===== config.mk =====
export PLATFORM = sky130hd
export DESIGN_NAME = spi_cmd_ctrl
export DESIGN_NICKNAME = d
export VERILOG_FILES = /design/src/rtl/spi_cmd_ctrl.sv
export SDC_FILE = /design/constraint.sdc
export NUM_CORES = 1
export LEC_CHECK = 0
export BUFFER_PORTS_ARGS = -buffer_cell sky130_fd_sc_hd__buf_2
export CAP_MARGIN = 20
export CORE_UTILIZATION = 57
export CTS_BUF_LIST = sky130_fd_sc_hd__clkbuf_4 sky130_fd_sc_hd__clkbuf_8
export CTS_CLUSTER_SIZE = 10
export DETAILED_ROUTE_END_ITERATION = 16
export GPL_TIMING_DRIVEN = 1
export PLACE_DENSITY = 0.88
export SLEW_MARGIN = 40
export SYNTH_ARGS = -nofsm -noshare
export SYNTH_HDL_FRONTEND = slang
export SYNTH_SLANG_ARGS = --single-unit

===== constraint.sdc =====
create_clock -name clk -period 3.2 [get_ports clk]
set_input_delay 0.48 -clock clk [delete_from_list [all_inputs] [get_ports clk]]
set_output_delay 0.48 -clock clk [all_outputs]
set_load 0.05 [all_outputs]

===== src/rtl/spi_cmd_ctrl.sv =====
// SPI command sequencer: parses CS frames into register writes/reads on an 8x8 bank.
// Optional: define SPICTRL_AUTOINC_EN to advance the address after every data byte.
module spi_cmd_ctrl #(
  parameter int NREGS = 8,
  parameter int ERR_W = 4
) (
  input  logic               clk,
  input  logic               rst,
  input  logic               frame_active,
  input  logic               rx_valid,
  input  logic [7:0]         rx_data,
  output logic [7:0]         tx_data,
  output logic               tx_load,
  output logic [8*NREGS-1:0] regs_out,
  output logic               led_status,
  output logic               led_error,
  output logic [ERR_W-1:0]   err_cnt
);

  typedef enum logic [2:0] {
    S_IDLE,
    S_CMD,
    S_WRITE,
    S_READ,
    S_IGNORE
  } state_t;

  state_t           r_state;
  logic [2:0]       r_addr;
  logic [7:0]       r_regs [NREGS];
  logic [7:0]       r_txData;
  logic             r_txLoad;
  logic             r_ledStatus;
  logic [ERR_W-1:0] r_errCnt;

  logic [2:0]       w_nextAddr;
  logic             w_errSat;

`ifdef SPICTRL_AUTOINC_EN
  assign w_nextAddr = r_addr + 3'd1;
`else
  assign w_nextAddr = r_addr;
`endif

  assign w_errSat = &r_errCnt;

  // Frame loss beats everything: a byte arriving as CS drops is discarded.
  always_ff @(posedge clk or posedge rst) begin
    if (rst) begin
      r_state     <= S_IDLE;
      r_addr      <= '0;
      r_txData    <= '0;
      r_txLoad    <= 1'b0;
      r_ledStatus <= 1'b0;
      r_errCnt    <= '0;
      for (int i = 0; i < NREGS; i++) begin
        r_regs[i] <= '0;
      end
    end else begin
      r_txLoad <= 1'b0;
      if (!frame_active) begin
        r_state <= S_IDLE;
      end else begin
        case (r_state)
          S_IDLE: begin
            r_state <= S_CMD;
          end
          S_CMD: begin
            if (rx_valid) begin
              casez (rx_data)
                8'b01??_0???: begin
                  r_addr  <= rx_data[2:0];
                  r_state <= S_WRITE;
                end
                8'b10??_0???: begin
                  r_addr   <= rx_data[2:0];
                  r_txData <= r_regs[rx_data[2:0]];
                  r_txLoad <= 1'b1;
                  r_state  <= S_READ;
                end
                8'b11??_????: begin
                  r_txData <= {4'hA, r_errCnt};
                  r_txLoad <= 1'b1;
                  r_state  <= S_IGNORE;
                end
                8'b01??_1???, 8'b10??_1???: begin
                  if (!w_errSat) begin
                    r_errCnt <= r_errCnt + 1'b1;
                  end
                  r_state <= S_IGNORE;
                end
                default: begin
                  r_state <= S_IGNORE;
                end
              endcase
            end
          end
          S_WRITE: begin
            if (rx_valid) begin
              r_regs[r_addr] <= rx_data;
              r_ledStatus    <= ~r_ledStatus;
              r_addr         <= w_nextAddr;
            end
          end
          // The byte clocked in during READ is a dummy; only the reply matters.
          S_READ: begin
            if (rx_valid) begin
              r_addr   <= w_nextAddr;
              r_txData <= r_regs[w_nextAddr];
              r_txLoad <= 1'b1;
            end
          end
          S_IGNORE: begin
            r_state <= S_IGNORE;
          end
          default: begin
            r_state <= S_IDLE;
          end
        endcase
      end
    end
  end

  always_comb begin
    regs_out = '0;
    for (int i = 0; i < NREGS; i++) begin
      regs_out[8*i +: 8] = r_regs[i];
    end
  end

  assign tx_data    = r_txData;
  assign tx_load    = r_txLoad;
  assign led_status = r_ledStatus;
  assign led_error  = (r_errCnt != '0);
  assign err_cnt    = r_errCnt;

endmodule


# --- Yosys cells after proc, flatten, opt, wreduce, memory -nomap -nowiden ---
# Cells that the tools add are included.
word_totals:
  reg_bits: 84
  input_bits: 12
  out_inout_bits: 79
  elab_cells: 72
op_classes:
  n_addsub: 1
  n_lt_le_gt_ge: 3
  n_eq_ne: 14
  n_mux: 22
  bitwise: 4
  n_reduce_logical: 14
op_table:
  columns: ["operator", "n"]
  rows:
  - ["bitwise mux 64 bit", 1]
  - ["two-way mux 8 bit", 7]
  - ["binary-select mux 8 bit (select 3 bit)", 2]
  - ["case mux 8 bit (2 select lines)", 2]
  - ["demux 8 bit (select 3 bit)", 1]
  - ["equality test 3 x 2 -> 1 bit, second input constant", 4]
  - ["case mux 3 bit (4 select lines)", 1]
  - ["AND reduction 5 bit", 2]
  - ["equality test 3 bit, second input constant", 3]
  - [">= comparator 4 bit, second input constant", 2]
  - ["inverter 3 -> 4 bit", 2]
  - ["AND reduction 4 bit", 2]
  - ["OR reduction 2 bit", 4]
  - ["two-way mux 3 bit", 2]
  - ["inequality test 2 bit, second input constant", 3]
  - ["case mux 3 bit (2 select lines)", 1]
  - ["adder 4 x 1 -> 4 bit, second input constant", 1]
  - ["< comparator 4 x 1 -> 1 bit, second input constant", 1]
  - ["two-way mux 1 bit", 4]
  - ["nonzero test 4 bit", 1]
  - ["equality test 3 x 1 -> 1 bit, second input constant", 1]
  - ["logical NOT 3 bit", 1]
  - ["inequality test 3 x 1 -> 1 bit, second input constant", 1]
  - ["inequality test 3 bit, second input constant", 1]
  - ["other kinds (7)", 8]

# --- Logic depth before layout (Yosys ltp) ---
# Gate-level depths: netlist of the first run.
depth:
  word_depth: 7
  depth_mapped: 7
  mapped_depth_nobuf: 6

# --- Worst setup path before layout of the first run ---
# OpenSTA, ideal clock, no wires.
synth_path:
  path_kind: "input port to flip-flop"
  start: "in rx_data[0]"
  end: "reg r_txData[6], in the netlist tx_data[6]"
  setup_ns: 0.124
  arrival_time_ns: 1.885
  required_time_ns: 3.076
  setup_slack_ns: 1.191
  path_stages: 5
  n_path_buf: 2
  cell_sequence: "buf_2 -> buf_2 -> mux4_2 -> a22o_1 -> a211o_1"
synth_via:
  elab_chain_cells: 7
synth_lines:
  columns: ["element", "line_no", "rtl"]
  rows:
  - ["from (decl)", "11", "input logic [7:0] rx_data,"]
  - ["inverter 3 -> 4 bit (implied by the code)", "77", "r_txData <= r_regs[rx_data[2:0]];"]
  - ["binary-select mux 8 bit (select 3 bit)", "77", null]
  - ["two-way mux 8 bit (implied by the code) (2 in a row)", "77", null]
  - ["case mux 8 bit (2 select lines)", "70", "casez (rx_data)"]
  - ["two-way mux 8 bit", "69", "if (rx_valid) begin"]
  - ["case mux 8 bit (2 select lines)", "64", "case (r_state)"]
  - ["to (signal assigned)", "77", null]
  - ["to (signal assigned)", "82", "r_txData <= {4'hA, r_errCnt};"]
  - ["to (signal assigned)", "109", "r_txData <= r_regs[w_nextAddr];"]
  - ["to (decl)", "31", "logic [7:0] r_txData;"]
# Every way passes these cells. The select of a mux whose other input is x is not followed.
# A chain may end at the register's enable or synchronous reset.

# --- Worst setup path in the final report of the first run ---
layout_path:
  start: "reg r_state[1]"
  end: "reg r_regs (netlist bit regs_out[38])"
layout_via:
  elab_chain_cells: 2
layout_lines:
  columns: ["element", "line_no", "rtl"]
  rows:
  - ["from (decl)", "28", "state_t r_state;"]
  - ["from (signal assigned)", "50", "r_state <= S_IDLE;"]
  - ["from (signal assigned)", "62", "r_state <= S_IDLE;"]
  - ["from (signal assigned)", "66", "r_state <= S_CMD;"]
  - ["equality test 3 x 2 -> 1 bit", "64", null]
  - ["AND reduction 3 bit (no line)", null, null]
  - ["to (signal, indexed assignment)", "100", "r_regs[r_addr] <= rx_data;"]
  - ["to (decl)", "30", "logic [7:0] r_regs [NREGS];"]
# Every way passes these cells.

==> out/results.ini, run 1 <==
[run_status]
status=complete, no violations

[clock_tree]
cts_setup_buffers=0
clockBufferDepth=2
path_clk_slew_ps=90
cts.repair.resized=0
h-tree-depth=3
cts_tree=yes
cts_sinks=84
cts_buffers=9
root_buffer=clkbuf_8
insertion_delay_ps=350
ctsHoldBuffers=0

[timing]
finalCritPeriodShare_pct=79.50
period_needed_ps=2544
worst_slew_pin_slew_ps=786.5
slew-limit-headroom_pct=47.57
finalSetupViolCount=0
whs_ps=189.1
slew_viol_final=0
fmax_mhz=393.1
fin_skew_ps=13.15
rsz0062_at_grt=false
tns_ps=0
hold_viol_final=0

[setup_path]
crit_buf_inv=0
end_kind=register
crit_chain=nand3_1 > nor3_2 > nand2b_1 > nor3b_4 > mux2_2
startpoint_type=register
slowest_stage=nor3b_4
cp_top_family=simple AND/OR/NAND/NOR gates
path_class=register to register
cpPeakStageDelay_ps=680
cp.arrival_ps=2770
crit_path_max_fanout=12
worstPathRequired_ps=3430

[global_route]
grt_use_total_pct=29.78
grt_max_degree=39
grt_pass1_vias=3391
grt_pass1_wl_um=18510
antenna_found_initial=0
grt_remaining_overflow=0

[synth]
ys.flop_type=dfrtp_1
yosys-top-cells-count=dfrtp_1 (84), mux2_2 (69), mux4_2 (23), nand2_1 (21), mux2i_1 (13)
yosysWarnings=0
synth_cell_types=48
yosys-top-cells-area=dfrtp_1 (47%), mux2_2 (17%), mux4_2 (12%), mux2i_1 (2.9%), nand2_1 (1.8%)
ys_seq_elements=84
yosysMostFrequentCell=dfrtp_1
async_flop_share_pct=100.0
syn-num-nets=354
synth_cells=340
avgSynthCellArea_um2=13.09
syn_area_um2=4452
synth_top_area_share_pct=47.22
synth_edf_count=0
synth_top_area_cell=dfrtp_1
seq_area_frac_synth_pct=47.22

[detailed_routing]
vias=3389
ant_nets=0
finalWirelength_um=11470
drc_errors=0
drt-vias-per-instance=6.419
initialDrtViolationCount=398
dr.pass1.iters=5
wl_per_cell_um=21.72

[floorplan]
dieHeight_um=90.38
rows=31
num_io_pins=91
fp.coreArea_um2=7408
die-area_um2=8168
die_x_um=90.38
initial_utilization_pct=60.09

[cells_and_area]
areaGrowthSynthToFinish_pct=17.20
final_layout_size_suffix_gt1_share_pct=50.58
layout.nets=438
nFillCells=536
antenna_cells=0

[pwr]
combPwrFrac_pct=28.8
power_density_nw_per_um2=588.0
leakagePower_nw=2.615
p_seq_share_pct=43.3
switchingPower_mw=1.145
finalPower_mw=3.068
intPower_mw=1.924
switching_share_pct=37.30
peakVddDrop_uv=303.9
clkPwrFrac_pct=28.0

[job]
maxCapViolations=0

[placement]
dp_hpwl_um=7812
place.gp.congestion=0.8306
port_buffers=90

[worst_hold_path]
min_path_type=primary input to async pin

## final cells by class
cell class	count	area (um^2)	area share (%)
multi-input combinational	225	2231	42.76
sequential	84	2103	40.31
timing repair buffer	98	510.5	9.784
clock buffer	12	152.6	2.926
tap	99	123.9	2.374
clock inverter	4	72.57	1.391
inverter	6	23.77	0.4556
## cell usage in the layout (no fill, tap or decap), types with 3 or more instances in the layout
cell type	netlist	final
nand3_1	9	9
a21oi_1	7	7
nand2b_1	5	5
o31ai_1	3	3
mux2i_1	13	13
nand3b_1	3	3
buf_4	0	8
nand2_1	21	21
nor3b_1	4	4
mux4_2	23	23
mux2_2	69	69
buf_2	12	90
xnor2_1	4	4
o221ai_1	4	4
inv_1	6	5
dfrtp_1	84	83
a211oi_1	3	3
nor3_1	4	4
nor2_1	3	3
o21ai_0	8	8
clkbuf_8	0	10
nor2b_1	6	6
## cells by family (layout without fill, tap and decap cells)
logic type,count (synthesis),in the layout,share of synthesized area (%)
and+or+nand+nor,68,68,9.023
muxes,107,107,32.52
xor gates and xnor gates,5,5,0.9837
adders and majority gates,2,2,0.5620
AOI/OAI and AO/OA,43,43,6.745
buffers and inverters,31,120,2.951
DFF,84,84,47.22
## per-stage QoR
stage	setup WS [ps]	utilization [%]	instance area (um^2)	std cells
after floorplan	554.9	-	4452	340
after detailed placement	736.6	67.30	4986	512
after global placement	871.9	67.20	4979	512
final	655.9	70.43	5218	528
after CTS	726.2	70.34	5211	528
after global routing	523.7	70.43	5218	528
## flip-flops by register name (all words and copies together), names as in the netlist
name,count
r_addr,3
err_cnt,4
tx_load,1
led_status,1
r_state,3
tx_data,8
regs_out,64
## worst reg2reg max path, delay by kind of cell, from the launching register on
| family | cells | cell delay [ps] |
|---|---|---|
| simple gates | 4 | 1420 |
| mux | 1 | 420 |
| flops | 1 | 600 |
## power by group through the flow
stage               registers (mW)  clock network, mW  logic, mW
finish                        1.33              0.858      0.883
global route                  1.35              0.911      0.932
CTS                           1.32              0.862      0.882
detailed placement            1.34                  0      0.878
global placement              1.33                  0      0.854
floorplan                     1.56                  0      0.433
## metal layers
layer / vias up / part of all wire (%) / track usage, %
met3: 22 / 7.1 / 4.461
met4: 0 / 2.4 / 12.23
li1: 1452 / - / -
met2: 184 / 50 / 47.33
met1: 1731 / 41 / 41.31
met5: - / 0 / 0
## worst paths after layout
kind | start | endpoint | slack [ps] | cells after the start
min in group clk | frame_active | r_state[2]$_DFFE_PP0P_ | 430 | 3
hold reg to reg | led_status$_DFFE_PP0P_ | led_status$_DFFE_PP0P_ | 490 | 1
setup / recovery | r_state[1]$_DFFE_PP0P_ | regs_out[38]$_DFFE_PP0P_ | 660 | 5
hold / removal | rst | err_cnt[3]$_DFFE_PP0P_ | 190 | 2
setup reg to reg | r_state[1]$_DFFE_PP0P_ | regs_out[38]$_DFFE_PP0P_ | 660 | 5
max in group asynchronous | rst | r_addr[0]$_DFFE_PP0P_ | 2190 | 3
No activity file was read; power rests on OpenSTA's default activity.
==> run 2: changes to the inputs <==
==> constraint.sdc (replaced) <==
create_clock -name clk -period 2.52 [get_ports clk]
set_input_delay 0.378 -clock clk [delete_from_list [all_inputs] [get_ports clk]]
set_output_delay 0.378 -clock clk [all_outputs]
set_load 0.05 [all_outputs]
==> run 2 against run 1 <==
  * Final cell count rose by 1.9%
  * Core utilization rose by 0.84 points
  * Non-clock buffer count rose by 10
  * Global-route usage barely moved
  * Worst hold slack got worse by 92 ps
  * Largest cell class unchanged
  * Highest routed layer unchanged
==> out/results.ini, run 2 (synthesized netlist as in run 1, its figures left out) <==
[run_status]
status=complete, no violations

[clock_tree]
h-tree-depth=3  ; unchanged
root_buffer=clkbuf_8
ctsHoldBuffers=0  ; unchanged
insertion_delay_ps=360  ; about the same
cts_setup_buffers=0  ; unchanged
cts_tree=yes
path_clk_slew_ps=80  ; about the same
cts.repair.resized=0  ; unchanged
cts_buffers=9  ; unchanged
cts_sinks=84  ; unchanged
clockBufferDepth=2  ; unchanged

[floorplan]
die-area_um2=8168  ; unchanged
initial_utilization_pct=60.09  ; unchanged
rows=31  ; unchanged
dieHeight_um=90.38  ; unchanged
num_io_pins=91  ; unchanged
fp.coreArea_um2=7408  ; unchanged
die_x_um=90.38  ; unchanged

[global_route]
grt_remaining_overflow=0  ; unchanged
grt_use_met2_pct=48.54  ; +1.2 points
antenna_found_initial=0  ; unchanged
grt_pass1_wl_um=18430  ; -0.41%
top_usage_layer=met2
grt_pass1_vias=3411  ; +0.59%
grt_use_total_pct=29.83  ; +0.048 points
use_met3_pct=5.640  ; +1.2 points
grt_max_degree=55  ; +41%
met1_usage_pct=39.01  ; -2.3 points

[setup_path]
end_kind=register
path_class=register to register
worstPathRequired_ps=2770  ; -660 ps
crit_start=r_addr[0]$_DFFE_PP0P_
rr_startpoint=r_addr[0]$_DFFE_PP0P_
crit_path_max_fanout=16  ; +4
startpoint_type=register
cp.arrival_ps=2520  ; -250 ps

[cells_and_area]
antenna_cells=0  ; unchanged
nFillCells=512  ; -4.5%
final_layout_size_suffix_gt1_share_pct=51.03  ; +0.44 points
layout_common_cells=buf_2 (90), dfrtp_1 (84), mux2_2 (69)
layout.nets=448  ; +2.3%
areaGrowthSynthToFinish_pct=18.61
final_cells=538  ; +1.9%
final_common_cell=buf_2
largest_reg_flops=64  ; unchanged

[detailed_routing]
initialDrtViolationCount=356  ; -11%
drt-vias-per-instance=6.383  ; -0.56%
ant_nets=0  ; unchanged
finalWirelength_um=11590  ; +1.0%
wl_per_cell_um=21.53  ; -0.86%
drc_errors=0  ; unchanged
dr.pass1.iters=5  ; unchanged
vias=3434  ; +1.3%

[pwr]
power_density_nw_per_um2=727.0  ; +24%
peakVddDrop_uv=467.0  ; +54%
leakagePower_nw=2.658  ; +1.7%

[timing]
finalCritPeriodShare_pct=89.87  ; +10 points
slew-limit-headroom_pct=52.27  ; +4.7 points
period_needed_ps=2265  ; -279.3 ps
worst_slew_pin_slew_ps=709.4  ; -77.06 ps
hold_viol_final=0  ; unchanged
finalWorstSetupSlack_ps=255.2  ; -400.7 ps
fmax_mhz=441.5  ; +12%
fin_skew_ps=7.120  ; -6.034 ps
finalSetupViolCount=0  ; unchanged
rsz0062_at_grt=false
slew_viol_final=0  ; unchanged
tns_ps=0  ; unchanged

[job]
maxCapViolations=0  ; unchanged

[worst_hold_path]
min_path_type=primary input to async pin

[placement]
preCtsSetupSlack_ps=251.9  ; -484.7 ps
placed_cells=522  ; +2.0%
place.gp.congestion=0.8091  ; -2.6%
port_buffers=90  ; unchanged
dp_hpwl_um=8102  ; +3.7%

[run 2: cell count changes in the layout (fill, tap and decap cells not counted), sizes merged]
cell      before  now
clkinv         2    0
buf           98  108
clkbuf        12   13
clkinvlp       1    3
bufinv         2    1
[run 2: final timing paths]
kind	to	slack (ps)	depth (start not counted)
setup / recovery	regs_out[13]$_DFFE_PP0P_	260	3
hold / removal	regs_out[10]$_DFFE_PP0P_	100	3
setup reg to reg	regs_out[13]$_DFFE_PP0P_	260	3
hold reg to reg	led_status$_DFFE_PP0P_	490	1
max in group asynchronous	regs_out[56]$_DFFE_PP0P_	2090	3
min in group clk	r_state[2]$_DFFE_PP0P_	280	3
[run 2: worst max-delay path, cell delays in order, from the launching register on]
cell	delay, ps
dfrtp_1	740
buf_4	380
nor3b_4	620
mux2_2	410
[run 2: final cells by class]
class | count | area (um^2) | share of cell area (%)
timing repair buffer | 108 | 598.1 | 11.33
inverter | 6 | 26.28 | 0.4976
multi-input combinational | 225 | 2218 | 42.01
tap | 99 | 123.9 | 2.346
sequential | 84 | 2102 | 39.81
clock inverter | 3 | 45.04 | 0.8531
clock buffer | 13 | 166.4 | 3.152
[run 2: power by group]
part | internal [mW] | total (mW) | switching [mW] | leakage [nW]
logic | 0.372 | 1.18 | 0.803 | 1.41
registers | 1.47 | 1.64 | 0.169 | 1.15
clock network | 0.535 | 1.02 | 0.487 | 0.103
total | 2.38 | 3.84 | 1.46 | 2.66
[run 2: stage by stage]
stage	instance area (um^2)	utilization (%)	total power [mW]	hold WS, ps
3_3_place_gp	5069	68.42	2.788	474.7
4_1_cts	5280	71.27	3.835	110.9
6_report	5280	71.27	3.839	97.46
2_1_floorplan	4456	-	2.530	502.4
3_5_place_dp	5069	68.42	2.837	479.0
5_1_grt	5280	71.27	3.980	115.6
[run 2: metal layers]
layer | vias up | share of wire (%)
met4 | 0 | 3.6
met5 | - | 0
met3 | 46 | 5.9
met1 | 1745 | 41
li1 | 1468 | -
met2 | 175 | 49
==> run 3: changes to the inputs <==
--- a/config.mk
+++ b/config.mk
@@ -7,12 +7,12 @@
 export LEC_CHECK = 0
 export BUFFER_PORTS_ARGS = -buffer_cell sky130_fd_sc_hd__buf_2
 export CAP_MARGIN = 20
-export CORE_UTILIZATION = 57
+export CORE_UTILIZATION = 45
 export CTS_BUF_LIST = sky130_fd_sc_hd__clkbuf_4 sky130_fd_sc_hd__clkbuf_8
 export CTS_CLUSTER_SIZE = 10
 export DETAILED_ROUTE_END_ITERATION = 16
 export GPL_TIMING_DRIVEN = 1
-export PLACE_DENSITY = 0.88
+export PLACE_DENSITY = 0.74
 export SLEW_MARGIN = 40
 export SYNTH_ARGS = -nofsm -noshare
 export SYNTH_HDL_FRONTEND = slang
==> run 3 against run 2 <==
  * Power increased by 0.90%
  * Sequential share of layout area decreased by 0.49 points
  * Largest power group unchanged
  * Core utilization decreased by 14 points
  * Largest cell class unchanged
==> out/results.ini, run 3 (synthesized netlist as in run 1, its figures left out) <==
[run_status]
status=complete, no violations

[clock_tree]
root_buffer=clkbuf_8
h-tree-depth=3  ; unchanged
insertion_delay_ps=360  ; about the same
cts_buffers=9  ; unchanged
ctsHoldBuffers=0  ; unchanged
clockBufferDepth=2  ; unchanged
cts_sinks=84  ; unchanged
cts_tree=yes
path_clk_slew_ps=90  ; about the same

[setup_path]
slowest_stage=nor3b_4
path_class=register to register
cp.arrival_ps=2580  ; +60 ps
crit_buf_inv=0  ; -1
regToRegSetupSlack_ps=190  ; -70 ps
reg2reg_depth=5  ; +2
crit_chain=nand3_1 > nor3_2 > nand2b_1 > nor3b_4 > mux2_2
rr_startpoint=r_state[1]$_DFFE_PP0P_
startpoint_type=register
worstPathRequired_ps=2770  ; about the same
end_kind=register
cpPeakStageDelay_ps=610  ; -130 ps
rr_endpoint=regs_out[12]$_DFFE_PP0P_
cp_top_family=simple AND/OR/NAND/NOR gates
crit_path_max_fanout=12  ; -4

[timing]
fin_skew_ps=7.127  ; +0.006940 ps
finalCritPeriodShare_pct=92.64  ; +2.8 points
period_needed_ps=2335  ; +69.72 ps
finalSetupViolCount=0  ; unchanged
tns_ps=0  ; unchanged
rsz0062_at_grt=false
hold_viol_final=0  ; unchanged
finalWorstSetupSlack_ps=185.5  ; -69.72 ps
worst_slew_pin_slew_ps=855.5  ; +146.1 ps
fmax_mhz=428.4  ; -3.0%
whs_ps=62.32  ; -35.14 ps
slew-limit-headroom_pct=42.97  ; -9.3 points
slew_viol_final=0  ; unchanged

[global_route]
grt_remaining_overflow=0  ; unchanged
grt_max_degree=64  ; +16%
grt_use_total_pct=23.70  ; -6.1 points
antenna_found_initial=0  ; unchanged
grt_pass1_vias=3245  ; -4.9%
grt_pass1_wl_um=17960  ; -2.5%

[cells_and_area]
final_layout_size_suffix_gt1_share_pct=51.03  ; unchanged
areaGrowthSynthToFinish_pct=20.10
nFillCells=777  ; +52%
final_common_cell=buf_2
layout_common_cells=buf_2 (90), dfrtp_1 (84), mux2_2 (69)
largest_reg_flops=64  ; unchanged
layout.nets=448  ; unchanged
antenna_cells=0  ; unchanged

[floorplan]
rows=35  ; +13%
die-area_um2=10290  ; +26%
initial_utilization_pct=47.28  ; -13 points
num_io_pins=91  ; unchanged
fp.coreArea_um2=9415  ; +27%
die_x_um=101.5  ; +12%
dieHeight_um=101.5  ; +12%

[pwr]
power_density_nw_per_um2=724.5  ; -0.35%
leakagePower_nw=2.670  ; +0.46%
peakVddDrop_uv=442.9  ; -5.2%

[detailed_routing]
drt-vias-per-instance=5.861  ; -8.2%
ant_nets=0  ; unchanged
initialDrtViolationCount=190  ; -47%
dr.pass1.iters=5  ; unchanged
finalWirelength_um=11440  ; -1.3%
drc_errors=0  ; unchanged
vias=3329  ; -3.1%
wl_per_cell_um=20.14  ; -6.5%

[placement]
preCtsSetupSlack_ps=135.8  ; -116.1 ps
place.gp.congestion=0.8329  ; +2.9%
port_buffers=90  ; unchanged
dp_hpwl_um=8052  ; -0.62%

[job]
maxCapViolations=0  ; unchanged

[worst_hold_path]
min_path_type=primary input to async pin

-- run 3: cell count changes in the layout (fill, tap and decap cells not counted) --
cell,previous run,this run
clkinvlp_4,3,2
clkinv_4,0,1
buf_12,1,3
clkbuf_4,2,0
clkbuf_8,11,9
bufinv_16,1,2
buf_4,17,15
clkinv_2,0,3
-- run 3: worst reg2reg max path, cell delays in order, from the launching register on --
cell and delay, ps:
dfrtp_1 530, nand3_1 170, nor3_2 240, nand2b_1 280, nor3b_4 610, mux2_2 400
-- run 3: power breakdown --
part | internal [mW] | switching [mW]
Combinational | 0.386 | 0.756
Clock | 0.554 | 0.493
Sequential | 1.47 | 0.213
-- run 3: through the flow --
stage | util, % | std cells | total power, mW | cell area (um^2)
floorplan | - | 340 | 2.530 | 4456
global placement | 54.29 | 551 | 2.829 | 5111
detailed placement | 54.29 | 551 | 2.851 | 5111
CTS | 56.57 | 567 | 3.891 | 5326
global route | 56.78 | 568 | 4.045 | 5346
finish | 56.78 | 568 | 3.873 | 5346
-- run 3: area by class of cell --
type	instances	area, um^2	area share, %
clock buffers	9	123.9	2.317
multi-input cells	225	2218	41.49
well taps	129	161.4	3.019
repair buffers	108	623.1	11.65
inverters	6	26.28	0.4915
clock inverters	7	91.34	1.708
flip-flops and latches	84	2102	39.32
-- run 3: per-layer routing --
layer	vias to the layer above	wire length, um	GRT usage [%]	part of all wire (%)
li1	1466	-	-	-
met1	1739	5182	33.00	45
met2	111	5525	38.25	48
met3	13	576	5.038	5.0
met4	0	154	5.686	1.3
met5	-	0	0	0
-- run 3: worst max path at each step --
stage,start,to,cells after the start
2_1_floorplan,err_cnt[0]$_DFFE_PP0P_,err_cnt[3]$_DFFE_PP0P_,6
3_3_place_gp,r_state[1]$_DFFE_PP0P_,regs_out[32]$_DFFE_PP0P_,5
3_5_place_dp,r_state[1]$_DFFE_PP0P_,regs_out[35]$_DFFE_PP0P_,5
4_1_cts,r_state[1]$_DFFE_PP0P_,regs_out[32]$_DFFE_PP0P_,5
5_1_grt,r_state[1]$_DFFE_PP0P_,regs_out[15]$_DFFE_PP0P_,5
6_report,r_state[1]$_DFFE_PP0P_,regs_out[12]$_DFFE_PP0P_,5
-- run 3: repair_timing --
action                     in CTS  in global routing
gates resized for setup         0                  0
setup endpoints to repair       0                  8
setup buffers                   0                  1
